<file path="src/rtl/kernel_ctrl_pkg.sv">
// Shared types and constants for the kernel sequencing controllers.
package kernel_ctrl_pkg;

  // Default width of item counters and the job item count.
  localparam int KSC_CNTW = 32;

  // Job sequencing states.
  typedef enum logic [1:0] {
    IDLE  = 2'd0,
    RUN   = 2'd1,
    DRAIN = 2'd2,
    DONE  = 2'd3
  } ksc_state_t;

endpackage

</file>
<file path="src/rtl/valid_tracker.sv">
// Valid-bit shadow of a fixed-latency, stall-able kernel pipeline.
// One bit per kernel stage; it moves only when the kernel advances, so
// vout marks whether the word leaving the kernel is a real result.
module valid_tracker #(
  parameter int LAT = 4
) (
  input  logic clk,
  input  logic rst,   // asynchronous, active low
  input  logic adv,   // kernel advances this cycle
  input  logic vin,   // a real word enters stage 0 on this advance
  input  logic clr,   // job start: forget everything in flight
  output logic vout
);

  logic [LAT-1:0] r_vpipe;

  // Shift the valid bits in lock-step with the kernel; hold while stalled.
  always_ff @(posedge clk or negedge rst) begin
    if (!rst) begin
      r_vpipe <= '0;
    end else if (clr) begin
      r_vpipe <= '0;
    end else if (adv) begin
      for (int i = LAT - 1; i > 0; i--) begin
        r_vpipe[i] <= r_vpipe[i-1];
      end
      r_vpipe[0] <= vin;
    end
  end

  assign vout = r_vpipe[LAT-1];

endmodule

</file>
<file path="src/rtl/kernel_stream_ctrl.sv">
// Job sequencer for a fixed-latency, stall-able map kernel. Admits N input
// words, drives the kernel stall, tags real results and pulses done once
// all N results have been delivered. Carries no data itself.
//
// Handshakes: a word transfers in any cycle where valid and ready are both
// high; valid never depends on ready of the same port, ready may depend on
// the other side (in_ready drops combinationally under output backpressure).
//
// Optional build macro KSC_PERF_CNT_EN adds the stall_cycles and
// bubble_cycles performance counters.
module kernel_stream_ctrl
  import kernel_ctrl_pkg::*;
#(
  parameter int LAT  = 4,
  parameter int CNTW = KSC_CNTW
) (
  input  logic            clk,
  input  logic            rst,
  input  logic            start,
  input  logic [CNTW-1:0] nitems,
  output logic            busy,
  output logic            done,
  input  logic            in_valid,
  output logic            in_ready,
  output logic            krn_stall,
  output logic            out_valid,
  input  logic            out_ready,
  output logic [CNTW-1:0] cnt_in,
  output logic [CNTW-1:0] cnt_out,
`ifdef KSC_PERF_CNT_EN
  output logic [31:0]     stall_cycles,
  output logic [31:0]     bubble_cycles,
`endif
  output ksc_state_t      dbg_state
);

  ksc_state_t      r_state;
  ksc_state_t      w_next;
  logic [CNTW-1:0] r_n;
  logic [CNTW-1:0] r_cnt_in;
  logic [CNTW-1:0] r_cnt_out;
  logic            w_active;
  logic            w_adv;
  logic            w_in_hs;
  logic            w_out_hs;
  logic            w_job_start;
  logic            w_vout;

  assign w_job_start = (r_state == IDLE) && start;
  assign w_active    = (r_state == RUN) || (r_state == DRAIN);
  // A held result that downstream refuses freezes the whole kernel.
  assign w_adv       = w_active && !(w_vout && !out_ready);
  assign krn_stall   = !w_adv;
  assign in_ready    = (r_state == RUN) && w_adv && (r_cnt_in < r_n);
  assign out_valid   = w_vout;
  assign w_in_hs     = in_valid && in_ready;
  assign w_out_hs    = w_vout && out_ready;
  assign cnt_in      = r_cnt_in;
  assign cnt_out     = r_cnt_out;
  assign dbg_state   = r_state;

  valid_tracker #(.LAT(LAT)) u_valid_tracker (
    .clk  (clk),
    .rst  (rst),
    .adv  (w_adv),
    .vin  (w_in_hs),
    .clr  (w_job_start),
    .vout (w_vout)
  );

  // State register.
  always_ff @(posedge clk or negedge rst) begin
    if (!rst) r_state <= IDLE;
    else      r_state <= w_next;
  end

  // Next-state and status outputs. DRAIN exits on the cycle the last
  // result leaves, so done follows the final output by exactly one cycle.
  always_comb begin
    w_next = r_state;
    busy   = 1'b1;
    done   = 1'b0;
    case (r_state)
      IDLE: begin
        busy = 1'b0;
        if (start) w_next = (nitems == '0) ? DONE : RUN;
      end
      RUN: begin
        if (r_cnt_in == r_n) w_next = DRAIN;
      end
      DRAIN: begin
        if ((r_cnt_out == r_n) || (w_out_hs && (r_cnt_out + CNTW'(1) == r_n)))
          w_next = DONE;
      end
      DONE: begin
        done   = 1'b1;
        w_next = IDLE;
      end
      default: w_next = IDLE;
    endcase
  end

  // Job length and item counters; values persist after the job ends.
  always_ff @(posedge clk or negedge rst) begin
    if (!rst) begin
      r_n       <= '0;
      r_cnt_in  <= '0;
      r_cnt_out <= '0;
    end else if (w_job_start) begin
      r_n       <= nitems;
      r_cnt_in  <= '0;
      r_cnt_out <= '0;
    end else begin
      if (w_in_hs)  r_cnt_in  <= r_cnt_in + CNTW'(1);
      if (w_out_hs) r_cnt_out <= r_cnt_out + CNTW'(1);
    end
  end

`ifdef KSC_PERF_CNT_EN
  logic [31:0] r_stall_cycles;
  logic [31:0] r_bubble_cycles;

  // Saturating counts of frozen cycles and of advancing RUN cycles
  // that admitted no word.
  always_ff @(posedge clk or negedge rst) begin
    if (!rst) begin
      r_stall_cycles  <= '0;
      r_bubble_cycles <= '0;
    end else if (w_job_start) begin
      r_stall_cycles  <= '0;
      r_bubble_cycles <= '0;
    end else begin
      if (w_active && !w_adv && (r_stall_cycles != '1))
        r_stall_cycles <= r_stall_cycles + 32'd1;
      if ((r_state == RUN) && w_adv && !w_in_hs && (r_bubble_cycles != '1))
        r_bubble_cycles <= r_bubble_cycles + 32'd1;
    end
  end

  assign stall_cycles  = r_stall_cycles;
  assign bubble_cycles = r_bubble_cycles;
`endif

endmodule

</file>
<file path="config.mk">
export PLATFORM = sky130hd
export DESIGN_NAME = kernel_stream_ctrl
export DESIGN_NICKNAME = d
export VERILOG_FILES = /design/src/rtl/kernel_ctrl_pkg.sv /design/src/rtl/valid_tracker.sv /design/src/rtl/kernel_stream_ctrl.sv
export SDC_FILE = /design/constraint.sdc
export NUM_CORES = 1
export LEC_CHECK = 0
export ABC_AREA = 1
export CORE_MARGIN = 1.5
export CORE_UTILIZATION = 45
export CTS_BUF_LIST = sky130_fd_sc_hd__clkbuf_4 sky130_fd_sc_hd__clkbuf_8
export CTS_CLUSTER_SIZE = 25
export DETAILED_ROUTE_END_ITERATION = 12
export PLACE_DENSITY = 0.79
export SLEW_MARGIN = 20
export SYNTH_ARGS = -nofsm -noshare
export SYNTH_HDL_FRONTEND = slang
export SYNTH_SLANG_ARGS = --single-unit
</file>
<file path="constraint.sdc">
create_clock -name clk -period 2 [get_ports clk]
set_input_delay 0.5 -clock clk [delete_from_list [all_inputs] [get_ports clk]]
set_output_delay 0.5 -clock clk [all_outputs]
set_load 0.01 [all_outputs]
</file>
==> metrics, run 1 <==
WP data arrival=2190 ps; dpl ws=-701 ps; WL/cell=20.0 µm; placed cells=1,617; Finish-stage setup viols=40; DRT Pass-1 Iters=6; core area=16,500 µm²; Clock Skews=13.6 ps; post-route insts no fill=1,689; clock slew at reported path FFs=110 ps; asr flop ratio synth=100%; syn_nets=1,155; Max clock buf depth=2; I/O pin total=108; Worst R2R End=dbg_state[1]; Initial Util=45.9%; fin. max-slew vios=0; worst hold margin=150 ps; Final Util=74.3%; worst skew pair latency=420 ps; Synth warnings=0; Worst Path Required=1500 ps; DP Wirelength=20.7 mm; nets@finish=1,540; CTS tree=yes; FF-to-FF path depth=13; first-pass GRT wire length=46.9 mm; via/cell ratio=5.70; total number of H-tree levels=3; area fraction in compound gates after synthesis=7.33%; DRC=0; Syn Inst Count=1,079; FF-to-FF setup slack=-490 ps; HP Class=input pin to asynchronous set/reset pin; number of global-route vias before repair=9,218; largest family of logic cells by synthesized area=simple AND/OR/NAND/NOR gates; hold buffer count at cts=0; filler cell count=1,116; Max Cap Viol=0; post-route ant nets=0; simple-gate share of the synthesized area=36.9%; Crit. End Element=output port; Clock Sinks=102; RSZ-0062 raised after global routing=true; startpoint types=flop; die footprint=17,600 µm²; min Tclk post-route=2690 ps; GRT Util Overall=33.9%; Num CTS Buffers=9; post-synthesis xor/xnor area fraction=8.55%; PortBufs=107; Peak Freq=371 MHz; final setup TNS=-13,260 ps; Antenna diodes=0; r2r startpoint=cnt_in[27]; synthesized cell area=7580 µm²; row count=47; worst slew margin relative to its limit=61.6%; Hold Violations, Final=0; maximum number of pins on one net before global-route repair=103; multi-input logic area=5210 µm²; worst setup margin=-694 ps; Seq/Total Area, Yosys=33.7%; Post-synth top flop=dfrtp_1; Die X-Extent=133 µm; Synth Area in Adders=6.43%; outcome=finished, violations left; routed wire length=33.7 mm; Peak VDD IR=0.000428 V; starting DRC count in detailed routing=1,131; mux cell area share after synthesis=0%; Yosys reg bits=102; violated checks=negative setup slack; Yosys cell types=40; pwr dens=884 nW/µm²; Clock Root Buffer=clkbuf_8; share of post-route cells with drive strength above 1=34.7%; initial antenna violation count=0; Avg Cell Area, Syn=7.03 µm²; total grt overflow=0; Setup CP Type=flop to output port; vias=9,629; GP Congestion=1.00; Worst-Margin Slew=576 ps; Leak Pwr=6.55 nW; CP max FO=2; Sequential Area=2570 µm²; EDFF count, synth=0; area grow syn2layout=62.0%; Final period util=135%; Die Ht=133 µm
cell usage in the layout, fill, tap and decap left out, drive strengths merged, types with 3 or more instances in the layout:
cell type / n
a211oi: 3
a21oi: 28
buf: 293
clkbuf: 11
clkdlybuf4s50: 50
clkinv: 3
dfrtp: 102
dlygate4sd2: 24
dlymetal6s2s: 28
ha: 39
inv: 122
nand2: 316
nand3: 100
nand4: 20
nor2: 133
nor3: 29
nor4: 15
o21ai: 55
o22ai: 7
xnor2: 37
xor2: 37
cells in the mapped netlist (7+ instances only):
master	number	share of area (%)
nor2_2	16	1.3
xor2_1	37	4.3
inv_1	116	5.7
clkbuf_1	20	0.99
xnor2_1	37	4.3
nor4_1	15	1.2
o22ai_1	7	0.58
nand4_1	20	1.6
nor3_1	29	1.9
nand3_1	96	6.3
nand2_1	302	15
ha_1	39	6.4
a21oi_1	28	1.8
o21ai_0	52	3.4
nor2_1	109	5.4
dfrtp_1	102	34
nand2_2	11	0.91
metal layers:
metal / global-route usage, % / wire, µm / up-vias
li1: - / - / 4273
met1: 39.8 / 12300 / 4489
met2: 58.9 / 16100 / 625
met3: 3.91 / 2500 / 242
met4: 21.6 / 2840 / 0
met5: 0 / 0 / -
cell families after synthesis:
kind of cell	after synthesis
simple gates	619
xor+xnor	74
fa+ha+maj	39
compound gates	102
buf+inv	143
flops	102
stage by stage:
step | power [mW] | cell area [µm²]
after floorplan | 5.17 | 7640
after global placement | 7.46 | 10700
after detailed placement | 7.65 | 10700
after CTS | 9.92 | 11600
after global routing | 11.4 | 12300
final | 10.9 | 12300
final cells by class:
type | count | area share, %
multi-input combinational | 835 | 42.4
timing repair buffer | 397 | 29.0
sequential | 102 | 20.9
inverter | 119 | 3.64
tap | 220 | 2.24
clock buffer | 9 | 1.01
clock inverter | 7 | 0.794
state kept, by name, summed over array words and instances, names as in the netlist:
| signal | flops |
|---|---|
| cnt_in | 32 |
| cnt_out | 32 |
| dbg_state | 2 |
| r_n | 32 |
| u_valid_tracker.r_vpipe | 4 |
worst max-delay path by stage:
stage	start	to	slack (ps)
final	r_n[17]	in_ready	-690
after global routing	r_n[7]	in_ready	-770
after CTS	r_n[9]	in_ready	-550
after detailed placement	out_ready	in_ready	-700
after global placement	out_ready	in_ready	-690
after floorplan	cnt_in[31]	in_ready	0.3
worst max-delay path, cell delays in order, from the launching register on:
cell	delay [ps]
dfrtp_1	410
inv_1	140
ha_4	230
a21oi_2	130
o21ai_1	70
a21oi_1	180
a21oi_2	80
a211oi_2	260
and2_4	200
buf_6	100
power by group:
| part | total, mW | leakage [nW] | switching, mW | internal (mW) |
|---|---|---|---|---|
| registers | 2.74 | 1.35 | 0.279 | 2.46 |
| clock network | 1.53 | 0.113 | 0.910 | 0.623 |
| logic | 6.60 | 5.09 | 3.58 | 3.01 |
| total | 10.9 | 6.55 | 4.77 | 6.09 |
what timing repair did:
action | 4_1_cts | 5_1_grt
hold endpoints to repair | 0 | 0
gates resized for setup | 141 | 130
setup buffers | 21 | 39
setup endpoints to repair | 60 | 65
pin swaps | 36 | 34
cloned | 8 | 1
(Power assumes the default switching activity.)
==> inputs of run 2 (changes only) <==
--- a/config.mk
+++ b/config.mk
@@ -6,10 +6,11 @@
 export NUM_CORES = 1
 export LEC_CHECK = 0
 export ABC_AREA = 1
+export ABC_CLOCK_PERIOD_IN_PS = 2000
 export CORE_MARGIN = 1.5
 export CORE_UTILIZATION = 45
 export CTS_BUF_LIST = sky130_fd_sc_hd__clkbuf_4 sky130_fd_sc_hd__clkbuf_8
-export CTS_CLUSTER_SIZE = 25
+export CTS_CLUSTER_SIZE = 10
 export DETAILED_ROUTE_END_ITERATION = 12
 export PLACE_DENSITY = 0.79
 export SLEW_MARGIN = 20
==> results of run 2 <==
No change in the layout: final DEF, timing and power equal those of run 1.
